<file path="config.mk">
export PLATFORM = sky130hd
export DESIGN_NAME = pc_gen_flat
export DESIGN_NICKNAME = d
export VERILOG_FILES = /design/src/rtl/pc_gen_if.sv /design/src/rtl/pc_gen.sv /design/src/flat_wrapper.sv
export SDC_FILE = /design/constraint.sdc
export NUM_CORES = 1
export LEC_CHECK = 0
export CELL_PAD_IN_SITES_DETAIL_PLACEMENT = 1
export CELL_PAD_IN_SITES_GLOBAL_PLACEMENT = 1
export CORE_MARGIN = 10
export CORE_UTILIZATION = 30
export CTS_BUF_LIST = sky130_fd_sc_hd__clkbuf_8
export DETAILED_ROUTE_END_ITERATION = 8
export MAX_ROUTING_LAYER = met4
export PLACE_DENSITY = 0.94
export SYNTH_ARGS = -nofsm -noshare
export SYNTH_HDL_FRONTEND = slang
export SYNTH_SLANG_ARGS = --single-unit
</file>
<file path="constraint.sdc">
create_clock -name clk -period 3.3 [get_ports clk]
set_input_delay 0.66 -clock clk [delete_from_list [all_inputs] [get_ports clk]]
set_output_delay 0.66 -clock clk [all_outputs]
set_load 0.01 [all_outputs]
</file>
<file path="src/rtl/pc_gen_if.sv">
// Fetch-PC bundle between the redirect sources / IF stage and pc_gen.
// master is the pc_gen side (it owns the PC valid/ready producer role); slave is the surrounding pipeline.
interface pc_gen_if #(
    parameter int XLEN        = 32,
    parameter int FETCH_WIDTH = 1,
    parameter int CAUSE_W     = 5
);
    logic                   trap_flag_i;
    logic                   trap_intr_i;
    logic [CAUSE_W-1:0]     trap_cause_i;
    logic [XLEN-1:0]        mtvec_i;
    logic                   mret_flag_i;
    logic [XLEN-1:0]        mepc_i;
    logic                   jump_flag_i;
    logic [XLEN-1:0]        jump_addr_i;
    logic                   hold_flag_i;
    logic                   fetch_ready_i;
    logic [XLEN-1:0]        pc_o;
    logic                   pc_valid_o;
    logic [FETCH_WIDTH-1:0] slot_valid_o;
    logic                   redirect_o;
    logic                   misalign_o;

    modport master (
        input  trap_flag_i, trap_intr_i, trap_cause_i, mtvec_i,
        input  mret_flag_i, mepc_i, jump_flag_i, jump_addr_i,
        input  hold_flag_i, fetch_ready_i,
        output pc_o, pc_valid_o, slot_valid_o, redirect_o, misalign_o
    );

    modport slave (
        output trap_flag_i, trap_intr_i, trap_cause_i, mtvec_i,
        output mret_flag_i, mepc_i, jump_flag_i, jump_addr_i,
        output hold_flag_i, fetch_ready_i,
        input  pc_o, pc_valid_o, slot_valid_o, redirect_o, misalign_o
    );
endinterface

</file>
<file path="src/rtl/pc_gen.sv">
// Fetch-group PC generator with trap/mret/jump redirect and per-slot valid mask.
// Latency: all outputs registered, one cycle after the deciding edge; no comb input-to-output path.
// Backpressure: !fetch_ready_i or hold_flag_i freezes sequential advance; redirects always win.
module pc_gen #(
    parameter int              XLEN        = 32,
    parameter logic [XLEN-1:0] RESET_ADDR  = '0,
    parameter int              FETCH_WIDTH = 1,
    parameter int              CAUSE_W     = 5
) (
    input  logic     clk,
    input  logic     rst,
    pc_gen_if.master bus
);
    localparam int              GB       = 4 * FETCH_WIDTH;
    localparam logic [XLEN-1:0] GB_MASK  = XLEN'(GB - 1);
    localparam logic [XLEN-1:0] GB_BYTES = XLEN'(GB);

    logic [XLEN-1:0]        pc_q;
    logic                   pc_valid_q;
    logic                   redirect_q;
    logic                   misalign_q;
    logic [FETCH_WIDTH-1:0] slot_q;

    logic [XLEN-1:0]        trap_base;
    logic [XLEN-1:0]        trap_target;
    logic [XLEN-1:0]        next_pc;
    logic [XLEN-1:0]        next_off;
    logic                   redirect_n;
    logic                   misalign_n;
    logic [FETCH_WIDTH-1:0] slot_n;

    // Only vectored mode with an interrupt offsets by cause; modes 2/3 fall back to direct.
    always_comb begin
        trap_base = {bus.mtvec_i[XLEN-1:2], 2'b00};
        if (bus.mtvec_i[1:0] == 2'b01 && bus.trap_intr_i)
            trap_target = trap_base + {{(XLEN-CAUSE_W-2){1'b0}}, bus.trap_cause_i, 2'b00};
        else
            trap_target = trap_base;
    end

    always_comb begin
        next_pc    = pc_q;
        redirect_n = 1'b0;
        misalign_n = 1'b0;
        if (bus.trap_flag_i) begin
            next_pc    = trap_target;
            redirect_n = 1'b1;
        end else if (bus.mret_flag_i) begin
            if (bus.mepc_i[1:0] != 2'b00) begin
                misalign_n = 1'b1;
            end else begin
                next_pc    = bus.mepc_i;
                redirect_n = 1'b1;
            end
        end else if (bus.jump_flag_i) begin
            if (bus.jump_addr_i[1:0] != 2'b00) begin
                misalign_n = 1'b1;
            end else begin
                next_pc    = bus.jump_addr_i;
                redirect_n = 1'b1;
            end
        end else if (pc_valid_q && bus.fetch_ready_i && !bus.hold_flag_i) begin
            // Advancing from the group base realigns a mid-group redirect target.
            next_pc = (pc_q & ~GB_MASK) + GB_BYTES;
        end
    end

    always_comb begin
        next_off = next_pc & GB_MASK;
        slot_n   = '0;
        for (int i = 0; i < FETCH_WIDTH; i++)
            slot_n[i] = (XLEN'(4 * i) >= next_off);
    end

    always_ff @(posedge clk) begin
        if (rst) begin
            pc_q       <= RESET_ADDR;
            pc_valid_q <= 1'b0;
            redirect_q <= 1'b0;
            misalign_q <= 1'b0;
            slot_q     <= '0;
        end else begin
            pc_q       <= next_pc;
            pc_valid_q <= 1'b1;
            redirect_q <= redirect_n;
            misalign_q <= misalign_n;
            slot_q     <= slot_n;
        end
    end

    assign bus.pc_o         = pc_q;
    assign bus.pc_valid_o   = pc_valid_q;
    assign bus.slot_valid_o = slot_q;
    assign bus.redirect_o   = redirect_q;
    assign bus.misalign_o   = misalign_q;
endmodule

</file>
<file path="src/flat_wrapper.sv">
// flat-port wrapper written by rule: the top's interface ports become plain ports
module pc_gen_flat 
#(
    parameter int              XLEN        = 32,
    parameter logic [XLEN-1:0] RESET_ADDR  = '0,
    parameter int              FETCH_WIDTH = 1,
    parameter int              CAUSE_W     = 5
)
  (clk, rst, bus_trap_flag_i, bus_trap_intr_i, bus_trap_cause_i, bus_mtvec_i, bus_mret_flag_i, bus_mepc_i, bus_jump_flag_i, bus_jump_addr_i, bus_hold_flag_i, bus_fetch_ready_i, bus_pc_o, bus_pc_valid_o, bus_slot_valid_o, bus_redirect_o, bus_misalign_o);
  pc_gen_if #(.XLEN(XLEN), .FETCH_WIDTH(FETCH_WIDTH), .CAUSE_W(CAUSE_W)) bus_i ();
  input  logic clk;
  input  logic rst;
  input wire logic [$bits(bus_i.trap_flag_i)-1:0] bus_trap_flag_i;
  input wire logic [$bits(bus_i.trap_intr_i)-1:0] bus_trap_intr_i;
  input wire logic [$bits(bus_i.trap_cause_i)-1:0] bus_trap_cause_i;
  input wire logic [$bits(bus_i.mtvec_i)-1:0] bus_mtvec_i;
  input wire logic [$bits(bus_i.mret_flag_i)-1:0] bus_mret_flag_i;
  input wire logic [$bits(bus_i.mepc_i)-1:0] bus_mepc_i;
  input wire logic [$bits(bus_i.jump_flag_i)-1:0] bus_jump_flag_i;
  input wire logic [$bits(bus_i.jump_addr_i)-1:0] bus_jump_addr_i;
  input wire logic [$bits(bus_i.hold_flag_i)-1:0] bus_hold_flag_i;
  input wire logic [$bits(bus_i.fetch_ready_i)-1:0] bus_fetch_ready_i;
  output wire logic [$bits(bus_i.pc_o)-1:0] bus_pc_o;
  output wire logic [$bits(bus_i.pc_valid_o)-1:0] bus_pc_valid_o;
  output wire logic [$bits(bus_i.slot_valid_o)-1:0] bus_slot_valid_o;
  output wire logic [$bits(bus_i.redirect_o)-1:0] bus_redirect_o;
  output wire logic [$bits(bus_i.misalign_o)-1:0] bus_misalign_o;
  assign bus_i.trap_flag_i = bus_trap_flag_i;
  assign bus_i.trap_intr_i = bus_trap_intr_i;
  assign bus_i.trap_cause_i = bus_trap_cause_i;
  assign bus_i.mtvec_i = bus_mtvec_i;
  assign bus_i.mret_flag_i = bus_mret_flag_i;
  assign bus_i.mepc_i = bus_mepc_i;
  assign bus_i.jump_flag_i = bus_jump_flag_i;
  assign bus_i.jump_addr_i = bus_jump_addr_i;
  assign bus_i.hold_flag_i = bus_hold_flag_i;
  assign bus_i.fetch_ready_i = bus_fetch_ready_i;
  assign bus_pc_o = bus_i.pc_o;
  assign bus_pc_valid_o = bus_i.pc_valid_o;
  assign bus_slot_valid_o = bus_i.slot_valid_o;
  assign bus_redirect_o = bus_i.redirect_o;
  assign bus_misalign_o = bus_i.misalign_o;
  pc_gen #(.XLEN(XLEN), .RESET_ADDR(RESET_ADDR), .FETCH_WIDTH(FETCH_WIDTH), .CAUSE_W(CAUSE_W)) u_core (.clk(clk), .rst(rst), .bus(bus_i));
endmodule
</file>
==> flow_summary.yaml, run 1 <==
worst_setup_path:
  cp_max_fo: 5
  arrival_ns: 3.25
  required_ns: 3.46
  setup.worst_path.class: "in2reg"
  reg2reg_depth: 6
  r2r-start: "u_core.bus.pc_o[5]$_SDFFE_PP0P_"
  startpoint_type: "input pin"
  critPathMaxStageDelay_ns: 0.43
  reg2reg_setup_slack_ns: 0.76
  path_cells: "clkdlybuf4s50_1 > ha_1 > fa_1 > a211o_2 > a21oi_1 > buf_4 > nor4_1 > nand4_1 > xor2_1 > a2111oi_0"
  crit_start: "bus_mtvec_i[2]"
  timing.rr.end: "u_core.bus.pc_o[27]$_SDFFE_PP0P_"
  setup.worst_path.end_class: "register"
  slowest_stage: "clkdlybuf4s50_1"
power:
  power.density_nw_per_um2: 262
  finalPower_mw: 1.33
  peakVddDrop_uv: 143
  leakage_nw: 1.77
global_route:
  grt_max_degree: 37
  first_global_vias: 4454
  grt_first_pass_wirelength_mm: 25.3
  antenna_found_initial: 0
  overflow: 0
  grt_use_total_pct: 20.0
clock_network:
  path_clk_slew_ns: 0.08
  htreeDepth: 2
  clockBufferDepth: 2
  cts_made_buffers: 5
  cts.sinks: 36
  cts_tree: "done"
  cts_setup_buffers: 0
  ctsHoldBuffers: 0
  ctsResizeCount: 0
  clk-insertion-delay-late_ns: 0.29
  root_buffer: "clkbuf_8"
route:
  wl_mm: 16.1
  dr.pass1.iters: 4
  drt_iter0_drc: 342
  vias: 4250
  ant_nets: 0
  via_per_inst: 5.81
  route.detailed.drc: 0
  routedWlPerCell_um: 22.1
finish:
  fin_area_um2: 5060
  antenna_cells: 0
  finish.utilization_pct: 46.7
  drive_above_1_share_pct: 9.14
  stdcell_count: 731
  nets: 707
  area_delta_synth_final_pct: 52.6
place:
  place_area_um2: 4980
  io_buffers: 144
  post-place-ws_ns: -0.0726
  place_inst: 724
  hpwlAfterDp_mm: 13.3
  place.gp.congestion: 0.928
timing:
  rsz0062_at_grt: "false"
  worst_pin_slew_ns: 0.971
  hold_violations: 0
  finalCritPeriodShare_pct: 93.7
  skew_ns: 0.00494
  holdWs_ns: 0.522
  slew_viol_final: 0
  period_minus_slack_ns: 3.09
  setup_ws_ns: 0.209
  slew_headroom_pct: 34.7
  finalSetupTns_ns: 0
  max_freq_ghz: 0.324
  setup_viol: 0
synthesis:
  avgSynthCellArea_um2: 7.45
  synthTopCellsByArea: "dfxtp_1 22%, a21oi_1 7.2%, xnor2_1 6.9%"
  yosysSeqAreaShare_pct: 21.7
  synth_ff_type: "dfxtp_1"
  synth_fp_nets: 561
  synth_edf_count: 0
  synthCells: 445
  ys_types: 68
  synthXorXnorAreaFrac_pct: 9.51
  synth-async-reset-ratio_pct: 0
  synth_top_area_share_pct: 21.7
  syn_area_um2: 3310
  yosysWarnings: 0
  synthMuxAreaShare_pct: 0.604
  synthAdderAreaFrac_pct: 2.87
  ys_ff_latch: 36
  synth-compound-area-share_pct: 32.0
  synthSimpleGateAreaFrac_pct: 28.5
  yosysTopAreaCell: "dfxtp_1"
  synth_top_family_by_area: "compound AO/OA/AOI/OAI gates"
floorplanning:
  ios: 145
  initial_core_util_pct: 30.6
  dieWidth_um: 125
  coreArea_um2: 10800
  rows: 38
  die-area_um2: 15700
  die_y_um: 125
min_path:
  min-delay-start: "u_core.bus.pc_o[1]$_SDFF_PP0_"
  holdPathEnd: "u_core.bus.pc_o[1]$_SDFF_PP0_"
  hold_class: "reg2reg"
  hold_path_depth: 1
run:
  maxCapViolCount: 0
status:
  status: "completed"
[worst max path at each step]
stage | slack [ns] | end | cells after the start
after floorplan | 0.36 | u_core.bus.pc_o[16]$_SDFFE_PP0P_ | 8
after global placement | 0.04 | u_core.bus.pc_o[26]$_SDFFE_PP0P_ | 10
after detailed placement | -0.07 | u_core.bus.pc_o[26]$_SDFFE_PP0P_ | 10
after CTS | 0.21 | u_core.bus.pc_o[26]$_SDFFE_PP0P_ | 10
after global routing | 0.02 | u_core.bus.pc_o[25]$_SDFFE_PP0P_ | 8
final | 0.21 | u_core.bus.pc_o[26]$_SDFFE_PP0P_ | 10
[critical path: cells and delay by family]
| family | cells | cell delay (ns) |
|---|---|---|
| compound gates | 3 | 1.01 |
| xor+xnor | 1 | 0.07 |
| fa+ha+maj | 2 | 0.69 |
| buf+inv | 2 | 0.63 |
| simple gates | 2 | 0.19 |
[routing by layer]
layer	share of wire [%]	GRT usage, %	up-vias	routed length (um)
met5	0	-	-	0
li1	-	-	2007	-
met3	5.8	3.04	11	940
met1	46	25.4	2068	7340
met4	1.2	3.93	0	193
met2	47	33.0	164	7650
[cell type report]
class                      instances  area (um^2)
fill                            1361         5780
clock buffer                       5         68.8
timing repair buffer             167         1610
multi-input combinational        373         2440
tap                              140          175
inverter                           8         30.0
sequential                        36          721
clock inverter                     2         8.76
[synthesized netlist by cell type (all sizes together), types with 5 or more instances]
master	number
a2111oi	13
a211oi	13
a21oi	48
a221o	6
a221oi	14
a31oi	5
and3	13
clkbuf	23
dfxtp	36
ha	6
inv	8
nand2	25
nand3	25
nand4	13
nor2	50
nor3	14
nor4	10
o21ai	25
xnor2	26
xor2	10
[kinds of logic (layout without fill, tap and decap cells)]
family / count (synthesis) / after routing
xor gates and xnor gates: 36 / 36
adders and majority gates: 7 / 7
buffers and inverters: 36 / 182
muxes: 2 / 2
and+or+nand+nor: 174 / 174
DFF: 36 / 36
AOI/OAI and AO/OA: 154 / 154
[registers in the layout, indices dropped and copies added (netlist names)]
name	count
u_core.bus.pc_valid_o	1
u_core.bus.misalign_o	1
u_core.bus.slot_valid_o	1
u_core.bus.redirect_o	1
u_core.bus.pc_o	32
[power breakdown]
group	switching, mW	internal (mW)
registers	0.0529	0.468
clock network	0.164	0.141
logic	0.228	0.272
total	0.445	0.881
[cell usage in the layout (no fill, tap or decap), types with 3 or more instances in the layout]
cell | synthesis | layout
clkdlybuf4s50_1 | 0 | 143
nor2_1 | 50 | 50
a21oi_1 | 48 | 48
dfxtp_1 | 36 | 36
xnor2_1 | 26 | 26
o21ai_0 | 25 | 25
nand2_1 | 25 | 25
nand3_1 | 24 | 24
buf_4 | 1 | 23
nand4_1 | 13 | 13
a221oi_1 | 13 | 13
a211oi_1 | 12 | 12
nor3_1 | 12 | 12
a2111oi_0 | 12 | 12
and3_1 | 11 | 11
xor2_1 | 10 | 10
inv_1 | 8 | 9
nor4_1 | 7 | 7
a221o_1 | 6 | 6
ha_1 | 6 | 6
a31oi_1 | 5 | 5
clkbuf_8 | 0 | 5
and4_1 | 4 | 4
a31o_2 | 4 | 4
or3_1 | 3 | 3
o22ai_1 | 3 | 3
a21o_1 | 3 | 3
Power figures use the tool's default switching activity.
==> run 2, diff against run 1 <==
--- a/config.mk
+++ b/config.mk
@@ -11,6 +11,7 @@
 export CORE_UTILIZATION = 30
 export CTS_BUF_LIST = sky130_fd_sc_hd__clkbuf_8
 export DETAILED_ROUTE_END_ITERATION = 8
+export GPL_TIMING_DRIVEN = 0
 export MAX_ROUTING_LAYER = met4
 export PLACE_DENSITY = 0.94
 export SYNTH_ARGS = -nofsm -noshare
==> flow_summary.yaml, run 2 (synthesized netlist as in run 1, its figures left out) <==
status:
  status: "completed"
worst_setup_path:
  setup.worst_path.end_class: "register"
  cp_max_fo: 6
  setup.worst_path.class: "in2reg"
  critical-path-top-delay-family: "compound AO/OA/AOI/OAI gates"
  slowest_stage: "fa_1"
  path_cells: "clkdlybuf4s50_1 > ha_1 > fa_1 > a211o_2 > a21oi_4 > nor2_1 > and4_1 > xnor2_1 > a2111oi_1"
  cp_num_buf_inv: 1
  arrival_ns: 3.46
  startpoint_type: "input pin"
  critPathMaxStageDelay_ns: 0.46
  required_ns: 3.47
power:
  leakage_nw: 1.73
  peakVddDrop_uv: 143
  finalPower_mw: 1.37
  power.density_nw_per_um2: 272
finish:
  area_delta_synth_final_pct: 52.0
  final_common_cell: "clkdlybuf4s50_1"
  largest_register_ffs: 32
  nets: 710
  finish.utilization_pct: 46.5
  final_cell_mix: "142 x clkdlybuf4s50_1, 50 x nor2_1, 47 x a21oi_1"
  drive_above_1_share_pct: 6.72
floorplanning:
  die_y_um: 125
  die-area_um2: 15700
  initial_core_util_pct: 30.6
  coreArea_um2: 10800
  rows: 38
  dieWidth_um: 125
  ios: 145
route:
  drt_iter0_drc: 288
  ant_nets: 0
  route.detailed.drc: 0
  via_per_inst: 5.90
  wl_mm: 17.8
  dr.pass1.iters: 5
  routedWlPerCell_um: 24.2
  vias: 4339
timing:
  skew_ns: 0.00803
  slew_viol_final: 0
  worst_pin_slew_ns: 1.02
  setup_viol: 0
  finalCritPeriodShare_pct: 99.6
  hold_violations: 0
  slew_headroom_pct: 31.2
  max_freq_ghz: 0.304
  period_minus_slack_ns: 3.29
  rsz0062_at_grt: "true"
place:
  place.gp.congestion: 0.907
  hpwlAfterDp_mm: 14.3
  io_buffers: 142
global_route:
  grt_max_degree: 11
  first_global_vias: 4742
  overflow: 0
  antenna_found_initial: 1
  grt_use_total_pct: 22.3
  grt_first_pass_wirelength_mm: 27.7
min_path:
  hold_class: "reg2reg"
clock_network:
  cts.sinks: 36
  root_buffer: "clkbuf_8"
  clk-insertion-delay-late_ns: 0.30
  htreeDepth: 2
  cts_made_buffers: 5
  clockBufferDepth: 2
  cts_tree: "done"
  path_clk_slew_ns: 0.08
run:
  maxCapViolCount: 0
-- run 2: path summary, 6_finish.rpt --
path                               startpoint                               end  slack (ns)  cells past startpoint
max                            bus_mtvec_i[2]  u_core.bus.pc_o[16]$_SDFFE_PP0P_        0.01                      9
min          u_core.bus.pc_o[31]$_SDFFE_PP0P_  u_core.bus.pc_o[31]$_SDFFE_PP0P_        0.52                      2
max reg2reg   u_core.bus.pc_o[9]$_SDFFE_PP0P_  u_core.bus.pc_o[22]$_SDFFE_PP0P_        0.38                      7
min reg2reg  u_core.bus.pc_o[31]$_SDFFE_PP0P_  u_core.bus.pc_o[31]$_SDFFE_PP0P_        0.52                      2
-- run 2: cell type report --
type / instances / area (um^2)
clock inverter: 2 / 7.51
clock buffer: 6 / 82.6
inverter: 8 / 30.0
multi-input combinational: 373 / 2460
antenna: 1 / 2.50
timing repair buffer: 142 / 1420
tap: 140 / 175
fill: 1380 / 5800
sequential: 36 / 721
buffer: 28 / 134
-- run 2: worst register-to-register path: cells and delay by family, from the launching register on --
family / cells / cell delay, ns
simple gates: 3 / 1.79
buf+inv: 2 / 0.48
flops: 1 / 0.34
compound gates: 2 / 0.16
-- run 2: through the flow --
| step | setup TNS (ns) | setup WS, ns | area (um^2) | instances | hold WS [ns] |
|---|---|---|---|---|---|
| 6_report | 0 | 0.0116 | 5040 | 736 | 0.517 |
| 5_1_grt | -0.120 | -0.120 | 5040 | 736 | 0.534 |
| 4_1_cts | 0 | 0.0194 | 5020 | 735 | 0.523 |
| 3_5_place_dp | -9.93 | -0.654 | 4910 | 727 | 0.510 |
| 3_3_place_gp | -7.76 | -0.605 | 4910 | 727 | 0.486 |
| 2_1_floorplan | 0 | 0.359 | 3310 | 445 | 0.505 |
-- run 2: what timing repair did --
action                                  4_1_cts  5_1_grt
endpoints found under the setup margin       18       11
resized for setup                             6        5
endpoints found under the hold margin         0        0
setup buffers                                 0        0
pin swaps                                     0        0
hold buffers                                  0        0
-- run 2: where the power goes --
| group | switching, mW | internal (mW) | leakage (nW) | total, mW |
|---|---|---|---|---|
| Sequential | 0.0468 | 0.468 | 0.299 | 0.514 |
| Combinational | 0.248 | 0.267 | 1.37 | 0.515 |
| Clock | 0.175 | 0.165 | 0.0538 | 0.340 |
-- run 2: routing by layer --
layer,wire length [um],track usage [%]
met1,7520,26.9
met2,8380,36.5
met3,1390,4.27
met5,0,-
met4,531,7.79
